--- src/rtl/cpu_pkg.sv ---
// Shared definitions for the 8-bit core's multi-cycle sequencer.
// Contents: FSM state encodings, IR opcode constants and the 2-bit sign-extend helper
// used by the branch/offset immediate.
package cpu_pkg;

  typedef enum logic [2:0] {
    S_IDLE   = 3'd0,
    S_FETCH  = 3'd1,
    S_DECODE = 3'd2,
    S_EXEC   = 3'd3,
    S_MEM    = 3'd4,
    S_WB     = 3'd5,
    S_FAULT  = 3'd6
  } state_t;

  localparam logic [1:0] OP_ADD = 2'b00;
  localparam logic [1:0] OP_LD  = 2'b01;
  localparam logic [1:0] OP_ST  = 2'b10;
  localparam logic [1:0] OP_BR  = 2'b11;

  // Sign-extend the 2-bit IR immediate to the 8-bit datapath width.
  function automatic logic [7:0] sext2(input logic [1:0] v);
    return {{6{v[1]}}, v};
  endfunction

endpackage

--- src/rtl/seq_timeout.sv ---
// Memory-wait watchdog: counts cycles spent waiting for an imem/dmem ack.
// Ports: clock/reset; clear (hold count at 0 outside wait states), waiting (a request is
// outstanding), ack (request completed); expired (last allowed cycle passed with no ack).
module seq_timeout #(
  parameter int MEM_TIMEOUT = 15
) (
  input  logic clock,
  input  logic reset,
  input  logic clear,
  input  logic waiting,
  input  logic ack,
  output logic expired
);

  localparam logic [7:0] LAST = 8'(MEM_TIMEOUT - 1);

  logic [7:0] wait_cnt;

  // Counter value k means k earlier cycles of this wait went unanswered, so the
  // MEM_TIMEOUT-th waiting cycle is the last one; an ack in that cycle still wins.
  assign expired = waiting && !ack && (wait_cnt == LAST);

  always_ff @(posedge clock or posedge reset) begin
    if (reset) begin
      wait_cnt <= 8'd0;
    end else if (clear || ack) begin
      wait_cnt <= 8'd0;
    end else if (waiting && !expired) begin
      wait_cnt <= wait_cnt + 8'd1;
    end
  end

endmodule

--- src/rtl/cpu_sequencer.sv ---
// Multi-cycle FETCH/DECODE/EXEC/MEM/WB control FSM for the 8-bit core, with imem/dmem
// req/ack handshakes, run/step/halt control and a sticky FAULT on memory timeout.
// Ports: clock, reset (async, active-high); run, step; ir_op, ir_imm from the IR; imem_ack,
// dmem_ack from memory; datapath strobes (imem_req, ir_load, pc_write, pc_branch,
// reg_write, reg_dst, mem_to_reg, alu_src, dmem_req, dmem_we); halted, fault, state.
// Optional: define SEQ_PERF_CNT_EN to add the retired / stall_cycles counter outputs.
module cpu_sequencer
  import cpu_pkg::*;
#(
  parameter int MEM_TIMEOUT = 15,
  parameter int CNT_W       = 16
) (
  input  logic             clock,
  input  logic             reset,
  input  logic             run,
  input  logic             step,
  input  logic [1:0]       ir_op,
  input  logic [1:0]       ir_imm,
  input  logic             imem_ack,
  input  logic             dmem_ack,
  output logic             imem_req,
  output logic             ir_load,
  output logic             pc_write,
  output logic             pc_branch,
  output logic             reg_write,
  output logic             reg_dst,
  output logic             mem_to_reg,
  output logic             alu_src,
  output logic             dmem_req,
  output logic             dmem_we,
  output logic             halted,
  output logic             fault,
  output logic [2:0]       state
`ifdef SEQ_PERF_CNT_EN
  ,
  output logic [CNT_W-1:0] retired,
  output logic [CNT_W-1:0] stall_cycles
`endif
);

  if (MEM_TIMEOUT < 1 || MEM_TIMEOUT > 255 || CNT_W < 1) begin : g_param_check
    $error("cpu_sequencer: MEM_TIMEOUT must be 1..255 and CNT_W >= 1");
  end

  state_t cur_state;
  logic   step_pend;  // one-deep latch for a step pulse seen mid-instruction
  logic   self_halt;  // parked after a branch-to-self until run drops or a step arrives

  logic   in_wait;
  logic   ack_sel;
  logic   expired;
  logic   br_self;
  state_t end_next;

  assign in_wait  = (cur_state == S_FETCH) || (cur_state == S_MEM);
  assign ack_sel  = (cur_state == S_FETCH) ? imem_ack :
                    (cur_state == S_MEM)   ? dmem_ack : 1'b0;
  assign br_self  = (sext2(ir_imm) == 8'hFF);
  assign end_next = (run && !step_pend && !step) ? S_FETCH : S_IDLE;

  seq_timeout #(
    .MEM_TIMEOUT(MEM_TIMEOUT)
  ) u_timeout (
    .clock   (clock),
    .reset   (reset),
    .clear   (!in_wait),
    .waiting (in_wait),
    .ack     (ack_sel),
    .expired (expired)
  );

  always_ff @(posedge clock or posedge reset) begin
    if (reset) begin
      cur_state <= S_IDLE;
      step_pend <= 1'b0;
      self_halt <= 1'b0;
    end else begin
      if (step && cur_state != S_IDLE) begin
        step_pend <= 1'b1;
      end
      case (cur_state)
        S_IDLE: begin
          if (!run) begin
            self_halt <= 1'b0;
          end
          if (step || step_pend) begin
            cur_state <= S_FETCH;
            step_pend <= 1'b0;
            self_halt <= 1'b0;
          end else if (run && !self_halt) begin
            cur_state <= S_FETCH;
          end
        end
        S_FETCH: begin
          if (imem_ack) begin
            cur_state <= S_DECODE;
          end else if (expired) begin
            cur_state <= S_FAULT;
          end
        end
        S_DECODE: cur_state <= S_EXEC;
        S_EXEC: begin
          if (ir_op == OP_BR) begin
            if (br_self) begin
              cur_state <= S_IDLE;
              self_halt <= 1'b1;
            end else begin
              cur_state <= end_next;
            end
          end else if (ir_op == OP_ADD) begin
            cur_state <= S_WB;
          end else begin
            cur_state <= S_MEM;
          end
        end
        S_MEM: begin
          if (dmem_ack) begin
            cur_state <= (ir_op == OP_ST) ? end_next : S_WB;
          end else if (expired) begin
            cur_state <= S_FAULT;
          end
        end
        S_WB:    cur_state <= end_next;
        S_FAULT: cur_state <= S_FAULT;
        default: cur_state <= S_FAULT;
      endcase
    end
  end

  // Strobes decode from the registered state and IR opcode. The only two that also look
  // at an ack are ir_load and the store's pc_write, which must coincide with the cycle
  // the memory completes, and they are never asserted without the matching request.
  assign imem_req   = (cur_state == S_FETCH);
  assign ir_load    = (cur_state == S_FETCH) && imem_ack;
  assign pc_branch  = (cur_state == S_EXEC) && (ir_op == OP_BR);
  assign pc_write   = pc_branch
                    || ((cur_state == S_MEM) && (ir_op == OP_ST) && dmem_ack)
                    || (cur_state == S_WB);
  assign reg_write  = (cur_state == S_WB);
  assign reg_dst    = (cur_state == S_WB) && (ir_op == OP_ADD);
  assign mem_to_reg = (cur_state == S_WB) && (ir_op == OP_LD);
  assign alu_src    = (cur_state == S_EXEC) && (ir_op != OP_ADD);
  assign dmem_req   = (cur_state == S_MEM);
  assign dmem_we    = (cur_state == S_MEM) && (ir_op == OP_ST);
  assign halted     = (cur_state == S_IDLE);
  assign fault      = (cur_state == S_FAULT);
  assign state      = cur_state;

`ifdef SEQ_PERF_CNT_EN
  // Every pc_write ends an instruction, so it doubles as the retire event.
  always_ff @(posedge clock or posedge reset) begin
    if (reset) begin
      retired      <= '0;
      stall_cycles <= '0;
    end else begin
      if (pc_write && !(&retired)) begin
        retired <= retired + 1'b1;
      end
      if (in_wait && !ack_sel && !(&stall_cycles)) begin
        stall_cycles <= stall_cycles + 1'b1;
      end
    end
  end
`endif

endmodule

--- config.mk ---
export PLATFORM = sky130hd
export DESIGN_NAME = cpu_sequencer
export DESIGN_NICKNAME = d
export VERILOG_FILES = /design/src/rtl/cpu_pkg.sv /design/src/rtl/seq_timeout.sv /design/src/rtl/cpu_sequencer.sv
export SDC_FILE = /design/constraint.sdc
export NUM_CORES = 1
export LEC_CHECK = 0
export BUFFER_PORTS_ARGS = -buffer_cell sky130_fd_sc_hd__clkbuf_2
export CORE_UTILIZATION = 40
export DETAILED_ROUTE_END_ITERATION = 16
export HOLD_SLACK_MARGIN = 0.15
export MAX_ROUTING_LAYER = met4
export RECOVER_POWER = 50
export SLEW_MARGIN = 20
export SYNTH_ARGS = -nofsm -noshare
export SYNTH_HDL_FRONTEND = slang
export SYNTH_HIERARCHICAL = 1
export SYNTH_SLANG_ARGS = --single-unit
export TNS_END_PERCENT = 30
--- constraint.sdc ---
create_clock -name clock -period 2.35 [get_ports clock]
set_input_delay 0.3525 -clock clock [delete_from_list [all_inputs] [get_ports clock]]
set_output_delay 0.3525 -clock clock [all_outputs]
set_load 0.05 [all_outputs]
==> results.txt <==
Final setup vio count: 0
Synth top area share: 0.3626
Die area: 0.002436 mm^2
Clk Latency, worst-skew pair: 0.27 ns
Worst clock skew: 0.006283 ns
First-pass GRT wire length: 3746 um
Crit path launch type: flop
Slew @ Worst Pin: 0.6025 ns
Post-Layout Cell Count: 164
Synth-to-Final Area Change: 21.76%
Max cap viols: 0
Reg2reg end: state[0]$_DFFE_PP0P_
CTS Sinks: 13
Gate Count Post-Synth: 108
Outcome: completed
Hold EP: step_pend$_DFF_PP0_
CTS tree: built
Per-cell routed wire length: 13.55 um
IO Port Bufs: 24
DR vias: 912
Final period util: 0.8942
Hold_buf cts: 1
Yosys reg bits: 13
Slew Viols, Final: 0
Crit path time final: 2.101 ns
Crit-path max FO: 15
Die X: 49.36 um
Syn_area_per_cell: 8.307 um^2
Worst Hold Path Cells: 3
Core footprint: 0.002042 mm^2
Most used DFF post-synth: dfrtp_1
Largest area contributor in the netlist: dfrtp_1
Worst hold-check path type: input pin to flop
CTS Root Cell: clkbuf_4
Dpl cells: 159
RR Startpoint: state[0]$_DFFE_PP0P_
Setup CP Type: flop to flop
WL final: 2223 um
Register area share after synthesis: 0.3626
Ys async rst share: 1.000
Via density: 5.561
Fin Hold WS: 0.3402 ns
Setup crit end kind: flop
Worst endpoint required time: 2.54 ns
DRT Pass-1 Iters: 4
Post-cts sizing count: 0
Design Area, Final: 0.001092 mm^2
Initial antenna violation count: 0
Reg2reg path depth: 7
Max-Slew Margin vs Limit: 0.6000
Diode count: 0
CTS Buf Count: 3
Synth area leaders: dfrtp_1 (36%), a21oi_1 (6.1%), nor2_1 (4.6%), nand2_1 (3.3%), inv_1 (2.9%)
Syn_nets: 120
Cell row count: 16
Post-place instance area: 0.001061 mm^2
Vias in the first global route: 886
Placer's final routability congestion estimate: 0.9678
Antenna-violating nets left: 0
Clk buf depth: 2
Residual DRC count: 0
Ys Warns: 6
# fillers: 224
Final Net Count: 150
Gr usage total: 0.2049
RSZ-0062 raised after global routing: no
CP arrival: 2.30 ns
Grt total ovfl: 0
EDFF count, synth: 0
Netlist Area Pre-Place: 897.1 um^2
Worst-path clk slew: 0.08 ns
R2R Setup Slk: 0.25 ns
Top post-synthesis cells by count: dfrtp_1 (13), a21oi_1 (11), nor2_1 (11)
H-Tree Depth: 1
Count of cell types in the netlist: 45
Cell Pwr Density: 1171 mW/mm^2
Leakage: 0.5025 nW
I/O pins: 25
DP Wirelength: 1724 um
Hold Startpoint: step
Peak VDD IR: 0.0007259 V
Starting Density: 0.4393
Layout cell share with drive strength beyond 1: 0.2774
F_max: 475.9 MHz
Count leader, synth: dfrtp_1
Largest net degree at the start of global routing: 16
Drt initial violations: 14
Post-CTS setup buffer count: 0
Die H: 49.36 um
Final hold violation count: 0
layout make-up:
class	count	area, um^2	area share
multi-input cells	83	525.5	0.4811
flip-flops and latches	13	325.3	0.2978
repair buffers	28	147.6	0.1352
inverters	9	33.78	0.03093
well taps	27	33.78	0.03093
clock buffers	4	26.28	0.02405
through the flow:
step           total power, W  TNS [ns]  setup slack (ns)    util
3_3_place_gp         0.001138         0            0.3682  0.5196
6_report             0.001279         0            0.2486  0.5349
3_5_place_dp         0.001149         0            0.2821  0.5196
5_1_grt              0.001364         0           0.07571  0.5349
4_1_cts              0.001296         0            0.2601  0.5374
2_1_floorplan       0.0009690   -0.8512           -0.2398       -
per-layer routing:
layer | vias to the layer above | routed length, um | GRT usage
li1 | 458 | - | -
met1 | 438 | 1121 | 0.2655
met2 | 14 | 1027 | 0.3242
met3 | 2 | 64 | 0.03115
met4 | 0 | 9 | 0.06863
met5 | - | 0 | -
report_power, final:
| group | switching (W) | total (W) | leakage [nW] | internal (W) |
|---|---|---|---|---|
| clock | 0.0000737 | 0.000139 | 0.0150 | 0.0000657 |
| combinational | 0.000561 | 0.000784 | 0.314 | 0.000223 |
| sequential | 0.0000859 | 0.000355 | 0.173 | 0.000269 |
| total | 0.000721 | 0.00128 | 0.502 | 0.000558 |
worst max-delay path, cell delays in order, from the launching register on:
cell	delay, ns
dfrtp_1	0.64
and3_1	0.29
a21o_1	0.15
and4b_1	0.23
and3_2	0.24
o31ai_1	0.23
a22oi_1	0.10
a21oi_1	0.15
cells in the final DEF (no fill, tap or decap), types with 2 or more instances in the layout:
| cell type | n |
|---|---|
| clkbuf_2 | 20 |
| dfrtp_1 | 13 |
| a21oi_1 | 11 |
| nor2_1 | 10 |
| nand2_1 | 8 |
| inv_1 | 7 |
| clkbuf_1 | 5 |
| o21ai_1 | 4 |
| nor3_1 | 4 |
| nand3_1 | 3 |
| clkbuf_4 | 3 |
| buf_4 | 3 |
| a211oi_1 | 3 |
| nand2b_1 | 2 |
| nor2b_1 | 2 |
| o31ai_1 | 2 |
| inv_2 | 2 |
| a31oi_1 | 2 |
| o21ai_0 | 2 |
| ha_1 | 2 |
registers in the layout, indices dropped and copies added, names as in the netlist:
register,count
step_pend,1
self_halt,1
u_timeout/wait_cnt,8
state,3
worst max-delay path by stage:
| stage | start | to |
|---|---|---|
| floorplan | state[0]$_DFFE_PP0P_ | pc_write |
| global placement | state[2]$_DFFE_PP0P_ | state[0]$_DFFE_PP0P_ |
| detailed placement | state[0]$_DFFE_PP0P_ | state[0]$_DFFE_PP0P_ |
| CTS | state[0]$_DFFE_PP0P_ | state[0]$_DFFE_PP0P_ |
| global route | state[0]$_DFFE_PP0P_ | state[0]$_DFFE_PP0P_ |
| finish | state[0]$_DFFE_PP0P_ | state[0]$_DFFE_PP0P_ |
logic make-up (layout without fill, tap and decap cells):
logic type,count (synthesis),count (layout),synth area share
adder cells (fa/ha/maj),2,2,0.02789
AND/OR/NAND/NOR,46,46,0.2915
AO/OA/AOI/OAI,34,34,0.2469
flip-flops,13,13,0.3626
buffers and inverters,12,41,0.05997
multiplexers,1,1,0.01116
No activity file was read; power rests on OpenSTA's default activity.
